===== config.mk =====
export PLATFORM = sky130hd
export DESIGN_NAME = mac_accum_multi_flat
export DESIGN_NICKNAME = d
export VERILOG_FILES = /design/src/rtl/mac_accum_multi_pkg.sv /design/src/rtl/mac_accum_multi_if.sv /design/src/rtl/mac_mult_round.sv /design/src/rtl/mac_accum_multi.sv /design/src/flat_wrapper.sv
export SDC_FILE = /design/constraint.sdc
export NUM_CORES = 1
export LEC_CHECK = 0
export ABC_AREA = 1
export CAP_MARGIN = 20
export CORE_MARGIN = 4
export CORE_UTILIZATION = 45
export DETAILED_ROUTE_END_ITERATION = 6
export PLACE_DENSITY = 0.63
export SLEW_MARGIN = 15
export SYNTH_ARGS = -nofsm -noshare
export SYNTH_HDL_FRONTEND = slang
export SYNTH_HIERARCHICAL = 1
export SYNTH_SLANG_ARGS = --single-unit

===== constraint.sdc =====
create_clock -name clock -period 6.2 [get_ports clock]
set_clock_uncertainty 0.2 [all_clocks]
set_input_delay 1.24 -clock clock [delete_from_list [all_inputs] [get_ports clock]]
set_output_delay 1.24 -clock clock [all_outputs]
set_load 0.005 [all_outputs]

===== src/rtl/mac_accum_multi_pkg.sv =====
// rtl/mac_accum_multi_pkg.sv - opcodes and default widths shared by the MAC slice
package mac_accum_multi_pkg;

   localparam int MAC_DATA_WIDTH = 16;
   localparam int MAC_ACC_WIDTH  = 24;
   localparam int MAC_FRAC_BITS  = 15;

   typedef enum logic [1:0] {
      MAC_OP_NOP  = 2'b00,
      MAC_OP_LOAD = 2'b01,
      MAC_OP_ACC  = 2'b10,
      MAC_OP_SUB  = 2'b11
   } mac_op_e;

endpackage


===== src/rtl/mac_accum_multi_if.sv =====
// rtl/mac_accum_multi_if.sv - operation request and result bus of the multi-channel MAC
interface mac_accum_multi_if #(
   parameter int DATA_WIDTH = mac_accum_multi_pkg::MAC_DATA_WIDTH,
   parameter int NUM_CH     = 4
);
   import mac_accum_multi_pkg::*;

   localparam int CH_W = $clog2(NUM_CH);

   logic                         clear;
   logic                         in_valid;
   mac_op_e                      op;
   logic [CH_W-1:0]              chan;
   logic signed [DATA_WIDTH-1:0] data_a;
   logic signed [DATA_WIDTH-1:0] data_b;
   logic                         out_valid;
   logic [CH_W-1:0]              out_chan;
   logic signed [DATA_WIDTH-1:0] acc_out;
   logic [NUM_CH-1:0]            sat_flag;

   modport master (
      output clear, in_valid, op, chan, data_a, data_b,
      input  out_valid, out_chan, acc_out, sat_flag
   );

   modport slave (
      input  clear, in_valid, op, chan, data_a, data_b,
      output out_valid, out_chan, acc_out, sat_flag
   );

endinterface


===== src/rtl/mac_mult_round.sv =====
// rtl/mac_mult_round.sv - signed fractional multiply, round-half-up, saturate to ACC_WIDTH
module mac_mult_round #(
   parameter int DATA_WIDTH = mac_accum_multi_pkg::MAC_DATA_WIDTH,
   parameter int FRAC_BITS  = mac_accum_multi_pkg::MAC_FRAC_BITS,
   parameter int ACC_WIDTH  = mac_accum_multi_pkg::MAC_ACC_WIDTH
) (
   input  logic signed [DATA_WIDTH-1:0] a,
   input  logic signed [DATA_WIDTH-1:0] b,
   output logic signed [ACC_WIDTH-1:0]  p,
   output logic                         sat
);
   // One guard bit above the full product so the rounding add can never wrap.
   localparam int PW = 2*DATA_WIDTH + 1;
   localparam logic signed [PW-1:0] HALF = PW'(1) <<< (FRAC_BITS-1);

   logic signed [PW-1:0] prod;
   logic signed [PW-1:0] rnd;

   always_comb begin
      prod = PW'(a) * PW'(b);
      rnd  = (prod + HALF) >>> FRAC_BITS;
   end

   generate
      if (ACC_WIDTH >= PW) begin : g_extend
         assign p   = ACC_WIDTH'(rnd);
         assign sat = 1'b0;
      end else begin : g_saturate
         localparam logic signed [PW-1:0] ACC_MAX = (PW'(1) <<< (ACC_WIDTH-1)) - PW'(1);
         localparam logic signed [PW-1:0] ACC_MIN = -ACC_MAX - PW'(1);
         always_comb begin
            p   = rnd[ACC_WIDTH-1:0];
            sat = 1'b0;
            if (rnd > ACC_MAX) begin
               p   = {1'b0, {(ACC_WIDTH-1){1'b1}}};
               sat = 1'b1;
            end else if (rnd < ACC_MIN) begin
               p   = {1'b1, {(ACC_WIDTH-1){1'b0}}};
               sat = 1'b1;
            end
         end
      end
   endgenerate

endmodule


===== src/rtl/mac_accum_multi.sv =====
// rtl/mac_accum_multi.sv - two-stage multi-channel saturating multiply-accumulate unit
module mac_accum_multi
   import mac_accum_multi_pkg::*;
#(
   parameter int DATA_WIDTH = MAC_DATA_WIDTH,
   parameter int FRAC_BITS  = MAC_FRAC_BITS,
   parameter int ACC_WIDTH  = MAC_ACC_WIDTH,
   parameter int NUM_CH     = 4
) (
   input  logic clock,
   input  logic reset,
   mac_accum_multi_if.slave bus
);
   localparam int CH_W = $clog2(NUM_CH);
   localparam int AW1  = ACC_WIDTH + 1;

   localparam logic signed [ACC_WIDTH-1:0]  ACC_MAX = {1'b0, {(ACC_WIDTH-1){1'b1}}};
   localparam logic signed [ACC_WIDTH-1:0]  ACC_MIN = {1'b1, {(ACC_WIDTH-1){1'b0}}};
   localparam logic signed [DATA_WIDTH-1:0] OUT_MAX = {1'b0, {(DATA_WIDTH-1){1'b1}}};
   localparam logic signed [DATA_WIDTH-1:0] OUT_MIN = {1'b1, {(DATA_WIDTH-1){1'b0}}};

   logic signed [ACC_WIDTH-1:0] p;
   logic                        psat;
   logic                        chan_ok;

   logic                        s1_valid;
   mac_op_e                     s1_op;
   logic [CH_W-1:0]             s1_chan;
   logic signed [ACC_WIDTH-1:0] s1_p;
   logic                        s1_psat;

   logic signed [ACC_WIDTH-1:0] acc [NUM_CH];

   logic signed [ACC_WIDTH-1:0]  cur;
   logic signed [AW1-1:0]        sum;
   logic                         acc_ovf;
   logic signed [ACC_WIDTH-1:0]  new_acc;
   logic [ACC_WIDTH-DATA_WIDTH:0] high_bits;
   logic                         out_ovf;
   logic signed [DATA_WIDTH-1:0] out_val;
   logic                         sat_hit;

   mac_mult_round #(
      .DATA_WIDTH (DATA_WIDTH),
      .FRAC_BITS  (FRAC_BITS),
      .ACC_WIDTH  (ACC_WIDTH)
   ) u_mult (
      .a   (bus.data_a),
      .b   (bus.data_b),
      .p   (p),
      .sat (psat)
   );

   assign chan_ok = ({1'b0, bus.chan} < (CH_W+1)'(NUM_CH));

   // Read-modify-write of the channel happens entirely here, so back-to-back ops never see stale data.
   always_comb begin
      cur = acc[s1_chan];
      case (s1_op)
         MAC_OP_LOAD: sum = AW1'(s1_p);
         MAC_OP_ACC:  sum = AW1'(cur) + AW1'(s1_p);
         MAC_OP_SUB:  sum = AW1'(cur) - AW1'(s1_p);
         default:     sum = AW1'(cur);
      endcase
      acc_ovf   = (sum[ACC_WIDTH] != sum[ACC_WIDTH-1]);
      new_acc   = acc_ovf ? (sum[ACC_WIDTH] ? ACC_MIN : ACC_MAX) : sum[ACC_WIDTH-1:0];
      high_bits = new_acc[ACC_WIDTH-1:DATA_WIDTH-1];
      out_ovf   = !((&high_bits) || (~|high_bits));
      out_val   = out_ovf ? (new_acc[ACC_WIDTH-1] ? OUT_MIN : OUT_MAX) : new_acc[DATA_WIDTH-1:0];
      sat_hit   = acc_ovf | out_ovf | (s1_psat & (s1_op != MAC_OP_NOP));
   end

   always_ff @(posedge clock or posedge reset) begin
      if (reset) begin
         s1_valid      <= 1'b0;
         s1_op         <= MAC_OP_NOP;
         s1_chan       <= '0;
         s1_p          <= '0;
         s1_psat       <= 1'b0;
         bus.out_valid <= 1'b0;
         bus.out_chan  <= '0;
         bus.acc_out   <= '0;
         bus.sat_flag  <= '0;
         for (int i = 0; i < NUM_CH; i++) acc[i] <= '0;
      end else if (bus.clear) begin
         s1_valid      <= 1'b0;
         bus.out_valid <= 1'b0;
         bus.sat_flag  <= '0;
         for (int i = 0; i < NUM_CH; i++) acc[i] <= '0;
      end else begin
         s1_valid      <= bus.in_valid && chan_ok;
         s1_op         <= bus.op;
         s1_chan       <= bus.chan;
         s1_p          <= p;
         s1_psat       <= psat;
         bus.out_valid <= s1_valid;
         if (s1_valid) begin
            acc[s1_chan] <= new_acc;
            bus.out_chan <= s1_chan;
            bus.acc_out  <= out_val;
            if (sat_hit) bus.sat_flag[s1_chan] <= 1'b1;
         end
      end
   end

endmodule


===== src/flat_wrapper.sv =====
// flat-port wrapper written by rule: the top's interface ports become plain ports
module mac_accum_multi_flat import mac_accum_multi_pkg::*;
#(
   parameter int DATA_WIDTH = MAC_DATA_WIDTH,
   parameter int FRAC_BITS  = MAC_FRAC_BITS,
   parameter int ACC_WIDTH  = MAC_ACC_WIDTH,
   parameter int NUM_CH     = 4
)
  (clock, reset, bus_clear, bus_in_valid, bus_op, bus_chan, bus_data_a, bus_data_b, bus_out_valid, bus_out_chan, bus_acc_out, bus_sat_flag);
  mac_accum_multi_if #(.DATA_WIDTH(DATA_WIDTH), .NUM_CH(NUM_CH)) bus_i ();
  input  logic clock;
  input  logic reset;
  input wire logic [$bits(bus_i.clear)-1:0] bus_clear;
  input wire logic [$bits(bus_i.in_valid)-1:0] bus_in_valid;
  input wire logic [$bits(bus_i.op)-1:0] bus_op;
  input wire logic [$bits(bus_i.chan)-1:0] bus_chan;
  input wire logic [$bits(bus_i.data_a)-1:0] bus_data_a;
  input wire logic [$bits(bus_i.data_b)-1:0] bus_data_b;
  output wire logic [$bits(bus_i.out_valid)-1:0] bus_out_valid;
  output wire logic [$bits(bus_i.out_chan)-1:0] bus_out_chan;
  output wire logic [$bits(bus_i.acc_out)-1:0] bus_acc_out;
  output wire logic [$bits(bus_i.sat_flag)-1:0] bus_sat_flag;
  assign bus_i.clear = bus_clear;
  assign bus_i.in_valid = bus_in_valid;
  assign bus_i.op = bus_op;
  assign bus_i.chan = bus_chan;
  assign bus_i.data_a = bus_data_a;
  assign bus_i.data_b = bus_data_b;
  assign bus_out_valid = bus_i.out_valid;
  assign bus_out_chan = bus_i.out_chan;
  assign bus_acc_out = bus_i.acc_out;
  assign bus_sat_flag = bus_i.sat_flag;
  mac_accum_multi #(.DATA_WIDTH(DATA_WIDTH), .FRAC_BITS(FRAC_BITS), .ACC_WIDTH(ACC_WIDTH), .NUM_CH(NUM_CH)) u_core (.clock(clock), .reset(reset), .bus(bus_i));
endmodule

======== After elaboration in Yosys (flattened, before gate mapping) ========
Cells that the tools add are included.
storage, ports and cells
  word-level logic and storage cells ...... 69
  input bits .............................. 40
  output and inout bits ................... 23
  flip-flop bits (word level) ............. 149
operators by class
  reductions and logical operators ........ 12
  equal/unequal tests ..................... 4
  magnitude comparators ................... 6
  add/subtract/negate cells ............... 3
  mux-type cells .......................... 24
  bitwise operators ....................... 6
  $mul .................................... 1
operator list
  cell                                                          number
  two-way mux 96 bit                                            2
  two-way mux 24 bit                                            7
  bitwise mux 96 bit                                            1
  one-hot mux 25 bit (3 select lines)                           1
  binary-select mux 24 bit (select 2 bit)                       1
  demux 24 bit (select 2 bit)                                   1
  adder 32 x 16 -> 33 bit, second input constant                1
  multiplier 16 x 16 -> 32 bit                                  1
  two-way mux 16 bit                                            2
  adder 24 x 24 -> 25 bit                                       1
  subtractor 24 x 24 -> 25 bit                                  1
  > comparator 18 x 24 -> 1 bit, second input constant          1
  less-than comparator 18 x 24 -> 1 bit, second input constant  1
  two-way mux 4 bit                                             3
  AND reduction 9 bit                                           1
  OR reduction 9 bit                                            1
  nonzero test 2 bit                                            3
  two-way mux 1 bit                                             5
  == test 2 bit, second input constant                          2
  bitwise OR 4 bit                                              1
  AND reduction 2 bit                                           2
  greater-or-equal comparator 3 bit, second input constant      1
  less-than comparator 2 x 3 -> 1 bit, second input constant    1
  less-than comparator 3 x 1 -> 1 bit, second input constant    1
  other kinds (11)                                              14

======== Longest topological paths before layout ========
Gate-level depths: netlist of run 1.
  depth after elaboration ................. 17
  depth in mapped cells ................... 35
  depth with buffers taken out ............ 34

======== By module ========
Netlist of run 1, hierarchy kept.
modules (own cells, without submodules)
  module           area an instance (um^2)  sequential area each (um^2)  cells an instance  times used
  mac_mult_round   10649.0                  0.0                          1431               1
  mac_accum_multi  9107.5                   3728.6                       1196               1

======== Worst setup path after synthesis of run 1 ========
No wires, ideal clock.
  path type ............................... input-to-reg
  from .................................... input port bus_data_b[3]
  to ...................................... register u_core.s1_p[18]
  stages on the path ...................... 25
  setup slack ............................. -568 ps
  data arrival time ....................... 6434 ps
  library setup time ...................... 134 ps
  path buffers ............................ 3
  required time ........................... 5866 ps
  cell sequence ........................... clkbuf_1 clkbuf_1 nand2_1 inv_1 fa_1 inv_1 fa_1 inv_1 fa_1 inv_1 fa_1 fa_1 fa_1 inv_1 ha_1 nand2_1 nor2_1 nand2_1 nor2_1 a21oi_1 nand2_1 nand2_1 buf_4 nand2_1 o21ai_0
on the way
  word-level cells in the longest chain between the ends .. 5
  elaborated cells on any way between the ends .. 6
  classes of those cells .................. add/sub: 1; mul: 1; order compare: 2; mux: 2
RTL lines
  item                                   RTL line               RTL
  from (decl)                            flat_wrapper.sv:18     input wire logic [$bits(bus_i.data_b)-1:0] bus_data_b;
  multiplier 16 x 16 -> 32 bit (*)       mac_mult_round.sv:20   prod = PW'(a) * PW'(b);
  adder 32 x 16 -> 33 bit (*)            mac_mult_round.sv:21   rnd = (prod + HALF) >>> FRAC_BITS;
  less-than comparator 18 x 24 -> 1 bit  mac_mult_round.sv:37   end else if (rnd < ACC_MIN) begin
  two-way mux 24 bit                     mac_mult_round.sv:37
  two-way mux 24 bit (*)                 mac_mult_round.sv:34   if (rnd > ACC_MAX) begin
  net u_core.p[18]                       mac_accum_multi.sv:22  logic signed [ACC_WIDTH-1:0] p;
  to (signal assigned)                   mac_accum_multi.sv:94  s1_p <= p;
  to (decl)                              mac_accum_multi.sv:29  logic signed [ACC_WIDTH-1:0] s1_p;
Mark *: on every way through the listed nets, which the timed path passes. The rest lies on a longest branch.
A chain may end at the register's enable or synchronous reset.

======== Final worst setup path of run 1 ========
  from .................................... input port bus_data_a[15]
  to ...................................... register u_core.s1_p[21]
on the way
  word-level cells in the longest chain between the ends .. 5
  elaborated cells on any way between the ends .. 6
  classes of those cells .................. add/sub: 1; mul: 1; order compare: 2; mux: 2
RTL lines
  item                                   RTL line              RTL
  from (decl)                            flat_wrapper.sv:17    input wire logic [$bits(bus_i.data_a)-1:0] bus_data_a;
  multiplier 16 x 16 -> 32 bit (*)       mac_mult_round.sv:20
  adder 32 x 16 -> 33 bit (*)            mac_mult_round.sv:21
  less-than comparator 18 x 24 -> 1 bit  mac_mult_round.sv:37
  two-way mux 24 bit                     mac_mult_round.sv:37
  two-way mux 24 bit (*)                 mac_mult_round.sv:34
Every way passes the cells marked *; elsewhere a longest branch is shown, timed or not.

==> results by group, run 1 <==
Clocking
  – Clk_lat worst skew: between 400 and 500 ps
  – CTS Buf Count: 17
  – Clock Tree Buf Depth: 2
  – # H-tree levels: 4
  – Clock-pin transition on the worst setup and hold timing paths: 70 ps
  – CTS tree: built
  – CTS root buf: clkbuf_16
  – Clock Sink Count: approximately 150

Floorplan
  – Initial core utilization: 0.4566
  – Core area: 43,270 sq um
  – Vert. Die Dim: roughly 220 um
  – Chip width: between 200 and 250 um
  – # rows: 76
  – Ports: 63
  – Die area: roughly 47,000 sq um

Hold path
  – Worst Hold Class: reg2reg
  – WHS Path Cells: 2

GRT
  – Largest net degree at the start of global routing: 114
  – Initial antenna violation count: 0
  – First-pass GRT wire length: 96,140 um
  – Remaining Overflow, GRT: 0
  – Total track usage: 0.2531
  – Vias in the first global route: 18,350

Timing
  – Setup ws final: -26.05 ps
  – Hold Vio Cnt, Final: 0
  – Achievable frequency: 0.1606 GHz
  – Fin crit share: 1.004
  – Slew Viols, Final: 0
  – Min Hold Slack: about 300 ps
  – Relative slew slack: 0.2150
  – RSZ-0062 raised after global routing: true
  – Final setup fails: 5
  – Worst slew pin tran: between 1000 and 1500 ps
  – Period minus WS final: 6226 ps

Flow run
  – Max cap viols: 0

Cells and area
  – Fin cells: 3,457
  – Final Util: 0.5762
  – ANT cells: 0
  – Final instance area: 24,930 sq um
  – Nets: 3,270
  – Seq. cell area: 3729 sq um
  – Layout cells sized above 1: 0.2295
  – P&R area growth vs syn: 26.19%
  – Fillers: 3,842
  – Multi-input combinational cell area: between 10,000 and 15,000 sq um

Routing
  – Drc violations: 0
  – Vias: 18,070
  – Routed Antenna Nets: 0
  – Avg WL per Cell: 17.46 um
  – Starting DRT DRC Count: 1,680
  – DR pass1 iterations: 6
  – Number of vias per cell: 5.226
  – WL final: 60,350 um

Placement
  – Placed cell area: 22,420 sq um
  – Placed cells: 3,348
  – HPWL after DPL: between 40,000 and 50,000 um
  – PortBufs: a little over 60
  – GPL Wtd Cong: 0.9371

Synth
  – Post-synthesis sequential area ratio: 0.1887
  – Distinct cells, synth: 48
  – Ys flop type: dfrtp_1
  – Syn Nets: 3,038
  – Yosys warns: 6
  – Register bit total from synthesis: 149
  – Cell taking the most area after synthesis: fa_1
  – Synth cell count leaders: inv_1, nand2_1, fa_1, dfrtp_1, nor2_1
  – Top-count cell post-synth: inv_1
  – Share of the synthesized area in the top cell type: 0.2716
  – Async S/R FF share, synth: 1.000
  – Largest cells by area after synthesis: fa_1, dfrtp_1, inv_1
  – Syn avg cell area: 7.521 sq um
  – Post-synth EDFFs: 0
  – Post-Syn Instances: between 2,000 and 3,000
  – Post-synthesis cell area: 19,760 sq um

Critical path
  – WP data required: 6360 ps
  – CP Data Arrival Time: 6380 ps
  – Critical path launch point type: input pin
  – Critical path class: in2reg
  – Reg2Reg Depth: 32
  – CP Max Fanout: 7
  – CP Capture Type: flop

Run status
  – Status: complete, but fails checks
  – Violated checks: setup timing
logic make-up (layout without fill, tap and decap cells):
kind of cell	count (synthesis)	count (layout)	synth area share
xor+xnor	44	44	0.01951
compound gates	335	335	0.1060
simple gates	944	944	0.1970
buf+inv	783	1028	0.1518
fa+ha+maj	371	371	0.3368
other cells	1	1	0.0001898
flops	149	149	0.1887
per-stage QoR:
| step | setup TNS, ps | setup slack, ps |
|---|---|---|
| after detailed placement | -23260 | -1104 |
| after global placement | -21380 | -1031 |
| after global routing | -2844 | -253.8 |
| final | -68.22 | -26.05 |
| after CTS | -688.1 | -74.36 |
| after floorplan | -1916 | -237.7 |
critical path, cell delays in order:
cell and delay (ps):
buf_12 130, nand2_4 70, inv_4 30, fa_2 600, inv_2 60, fa_2 570, inv_4 60, buf_6 110
fa_1 530, inv_2 70, buf_6 110, fa_1 480, fa_1 520, fa_1 530, inv_2 50, ha_4 300
nand2_4 70, nor2_4 150, nand2_4 80, inv_2 50, nand2_2 50, nand2_2 70, inv_2 40, nand2_2 70
nand2_4 60, nand2_4 100, nand2_1 60, o21ai_1 90
flip-flops by register name, summed over array words and instances, names as in the netlist:
signal / cells
u_core/bus.out_valid: 1
u_core/s1_chan: 2
u_core/bus.out_chan: 2
u_core/s1_psat: 1
u_core/acc: 96
u_core/bus.sat_flag: 4
u_core/s1_op: 2
u_core/s1_p: 24
u_core/bus.acc_out: 16
u_core/s1_valid: 1
layer usage:
layer / vias to the layer above / global-route usage / wire [um]
li1: 8415 / - / -
met1: 8913 / 0.3794 / 26930
met2: 674 / 0.3981 / 27660
met3: 65 / 0.03860 / 4996
met4: 0 / 0.04113 / 761
met5: - / 0 / 0
final timing paths:
| path | from | to | slack [ps] |
|---|---|---|---|
| setup / recovery | bus_data_a[15] | u_core/s1_p[21]$_DFFE_PP0N_ | -30 |
| hold / removal | u_core/bus.out_chan[1]$_DFFE_PP0P_ | u_core/bus.out_chan[1]$_DFFE_PP0P_ | 300 |
| setup reg to reg | u_core/s1_p[2]$_DFFE_PP0N_ | u_core/bus.sat_flag[3]$_DFFE_PP0P_ | 640 |
| hold reg to reg | u_core/bus.out_chan[1]$_DFFE_PP0P_ | u_core/bus.out_chan[1]$_DFFE_PP0P_ | 300 |
| max in group asynchronous | reset | u_core/bus.sat_flag[1]$_DFFE_PP0P_ | 4040 |
| min in group asynchronous | reset | u_core/bus.acc_out[0]$_DFFE_PP0P_ | 960 |
what timing repair did:
item	in CTS	in global routing
gates resized for setup	209	293
gates cloned	12	4
setup buffers	44	22
hold buffers	0	0
pin swaps	66	121
setup endpoints to repair	24	59
layout make-up:
type	instances	share of cell area
tap	585	0.02936
timing repair inverter	1	0.0003011
clock buffer	17	0.01706
timing repair buffer	319	0.1223
multi-input combinational	1695	0.5716
sequential	149	0.1496
clock inverter	15	0.007126
inverter	676	0.1027
cell usage in the layout, fill, tap and decap left out, drive strengths merged, types with 3 or more instances in the layout:
cell type        n
a22oi           26
clkinvlp         4
xor2            29
clkbuf          35
buf            265
nor3            13
clkdlybuf4s50   31
nand3b           3
nand4           17
o21bai          12
inv            683
o21ai           70
dlymetal6s2s     3
nor2           155
ha             103
o221ai          28
o22ai          105
or2              7
dfrtp          149
a21oi           82
xnor2           15
nand3           73
clkinv           3
o31ai            3
fa             268
nand2          671
Power of run 1 is not shown: default switching activity piles up to over one toggle a cycle in this logic, so the estimate is an artifact.
==> run 2: changes to the inputs <==
CORE_MARGIN = 2   (was 4)
==> run 2 against run 1 <==
The flow still finishes with violations (setup timing). Utilization is 0.28 points higher. Critical path depth is 5 lower. Worst setup slack better by 15 ps. Highest routed layer unchanged. Cell area is 0.27% higher. First-iteration DRC count is 4.3% higher. Clock-buffer cell count is 4 higher. Flip-flop and latch count stayed put.
==> results by group, run 2 (synthesized netlist as in run 1, its figures left out) <==
Run status
  – Status: complete, but fails checks
  – Violated checks: setup timing

Clocking
  – CTS tree: built
  – CTS Buf Count: 17 (unchanged)
  – CTS root buf: clkbuf_16
  – Clock Tree Buf Depth: 2 (unchanged)
  – Cts hold-fix bufs: 0 (unchanged)
  – Clk_lat worst skew: 430 ps (about the same)
  – # H-tree levels: 4 (unchanged)
  – Clock-pin transition on the worst setup and hold timing paths: 60 ps (about the same)
  – Clock Sink Count: 149 (unchanged)

Critical path
  – Worst setup path startpoint: bus_data_b[15]
  – Critical path class: in2reg
  – WP data required: 6370 ps (about the same)
  – RR Endpoint: u_core/bus.acc_out[1]$_DFFE_PP0P_
  – CP Data Arrival Time: 6380 ps (about the same)
  – Crit path to: u_core/s1_p[3]$_DFFE_PP0N_
  – CP Capture Type: flop
  – CP Max Fanout: 4 (-3)
  – Reg2Reg Depth: 31 (-3.1%)
  – FF-to-FF setup slack: 720 ps (+80 ps)
  – FF-to-FF Start: u_core/s1_p[2]$_DFFE_PP0N_
  – Critical path launch point type: input pin

Cells and area
  – Commonest non-fill, non-tap cell in the layout: inv_1
  – P&R area growth vs syn: 26.54%
  – Top Registers: u_core/acc x96, u_core/s1_p x24, u_core/bus.acc_out x16
  – Layout cells sized above 1: 0.2249 (-0.004570)
  – ANT cells: 0 (unchanged)
  – Nets: 3,276 (+0.18%)
  – Final Util: 0.5791 (+0.002834)
  – Reg with most FFs: u_core/acc
  – Largest register FFs: 96 (unchanged)
  – Most frequent cells in the layout: inv_1, nand2_1, fa_1

Routing
  – Avg WL per Cell: 17.26 um (-1.1%)
  – Routed Antenna Nets: 0 (unchanged)
  – Drc violations: 0 (unchanged)
  – Vias: 18,000 (-0.39%)
  – DR pass1 iterations: 6 (unchanged)
  – Number of vias per cell: 5.198 (-0.54%)
  – WL final: 59,750 um (-0.98%)
  – Starting DRT DRC Count: 1,752 (+4.3%)

Timing
  – Achievable frequency: 0.1610 GHz (+0.24%)
  – Slew Viols, Final: 0 (unchanged)
  – Setup_tns: -32.06 ps (+36.16 ps)
  – Worst slew pin tran: 1111 ps (-58.44 ps)
  – Hold Vio Cnt, Final: 0 (unchanged)
  – Final setup fails: 4 (-1)
  – Fin crit share: 1.002 (-0.002394)
  – Period minus WS final: 6211 ps (-14.84 ps)
  – Setup ws final: -11.20 ps (+14.84 ps)
  – RSZ-0062 raised after global routing: true
  – Relative slew slack: 0.2574 (+0.04240)

GRT
  – Initial antenna violation count: 0 (unchanged)
  – First-pass GRT wire length: 96,070 um (about the same)
  – Largest net degree at the start of global routing: 115 (+0.88%)
  – Vias in the first global route: 18,290 (-0.36%)
  – Total track usage: 0.2711 (+0.01794)
  – Remaining Overflow, GRT: 0 (unchanged)

Floorplan
  – Die area: 45,600 sq um (-3.6%)
  – Ports: 63 (unchanged)
  – Initial core utilization: 0.4576 (+0.001006)
  – Vert. Die Dim: 213.5 um (-1.8%)
  – # rows: 76 (unchanged)
  – Chip width: 213.5 um (-1.8%)
  – Core area: 43,170 sq um (-0.22%)

Placement
  – HPWL after DPL: 44,530 um (+0.70%)
  – GPL Wtd Cong: 0.9387 (+0.17%)
  – PortBufs: 62 (unchanged)
  – Post-Place Setup Slack: -1022 ps (+81.33 ps)

Flow run
  – Max cap viols: 0 (unchanged)

Hold path
  – WHS Path Cells: 2 (unchanged)
  – Worst Hold Class: reg2reg
-- run 2: cell count changes in the layout (fill, tap and decap cells not counted), sizes merged, moves of 2 or more --
cell,delta
clkinv,+2
dlygate4sd2,+4
clkdlybuf4s15,+2
dlymetal6s2s,-2
inv,-7
clkbuf,-6
buf,+12
-- run 2: metal layers --
layer  global-route usage  vias up  routed length, um
li1                     -     8417                  -
met1               0.3963     8858              26980
met2               0.4288      646              27260
met3              0.04189       75               4560
met4              0.05484        0                953
met5                    0        -                  0
-- run 2: cell type report --
| type | instances | area, sq um |
|---|---|---|
| inverter | 676 | 2551 |
| tap | 585 | 732.0 |
| clock inverter | 10 | 100.1 |
| clock buffer | 21 | 450.4 |
| fill | 3940 | 18170 |
| sequential | 149 | 3729 |
| timing repair buffer | 326 | 3174 |
| multi-input combinational | 1695 | 14260 |
-- run 2: worst max-delay path, stage by stage --
cell and delay [ps]:
buf_6 70, clkinvlp_4 100, buf_12 150, buf_4 130, buf_6 120, nor2_4 130
fa_1 470, fa_1 490, fa_1 540, fa_1 450, fa_1 500, inv_1 50
fa_1 510, inv_2 40, ha_4 300, nand2_2 70, buf_4 150, o211ai_1 350
inv_1 100, nand2_1 90, xor2_1 150, nand2_1 70, nand2_1 90
-- run 2: timing repair --
action,CTS,global route
gates cloned,10,1
setup endpoints to repair,24,43
setup buffers,58,20
gates resized for setup,272,212
pin swaps,112,113
-- run 2: worst min path at each step --
stage	from	to	slack, ps
floorplan	u_core/s1_psat$_DFFE_PP0N_	u_core/s1_psat$_DFFE_PP0N_	250
global placement	u_core/bus.acc_out[15]$_DFFE_PP0P_	u_core/bus.acc_out[15]$_DFFE_PP0P_	270
detailed placement	u_core/bus.out_chan[0]$_DFFE_PP0P_	u_core/bus.out_chan[0]$_DFFE_PP0P_	280
CTS	u_core/bus.out_chan[0]$_DFFE_PP0P_	u_core/bus.out_chan[0]$_DFFE_PP0P_	300
global route	u_core/bus.sat_flag[3]$_DFFE_PP0P_	u_core/bus.sat_flag[3]$_DFFE_PP0P_	320
finish	u_core/bus.acc_out[15]$_DFFE_PP0P_	u_core/bus.acc_out[15]$_DFFE_PP0P_	290
-- run 2: per-stage QoR --
step                cells  cell area [sq um]  hold WS [ps]
floorplan            2627              20150         250.4
global placement     3345              22380         269.4
detailed placement   3346              22390         280.2
CTS                  3442              24230         296.1
global route         3462              25000         319.1
finish               3462              25000         292.0
Power of run 2 is left out for the same reason.
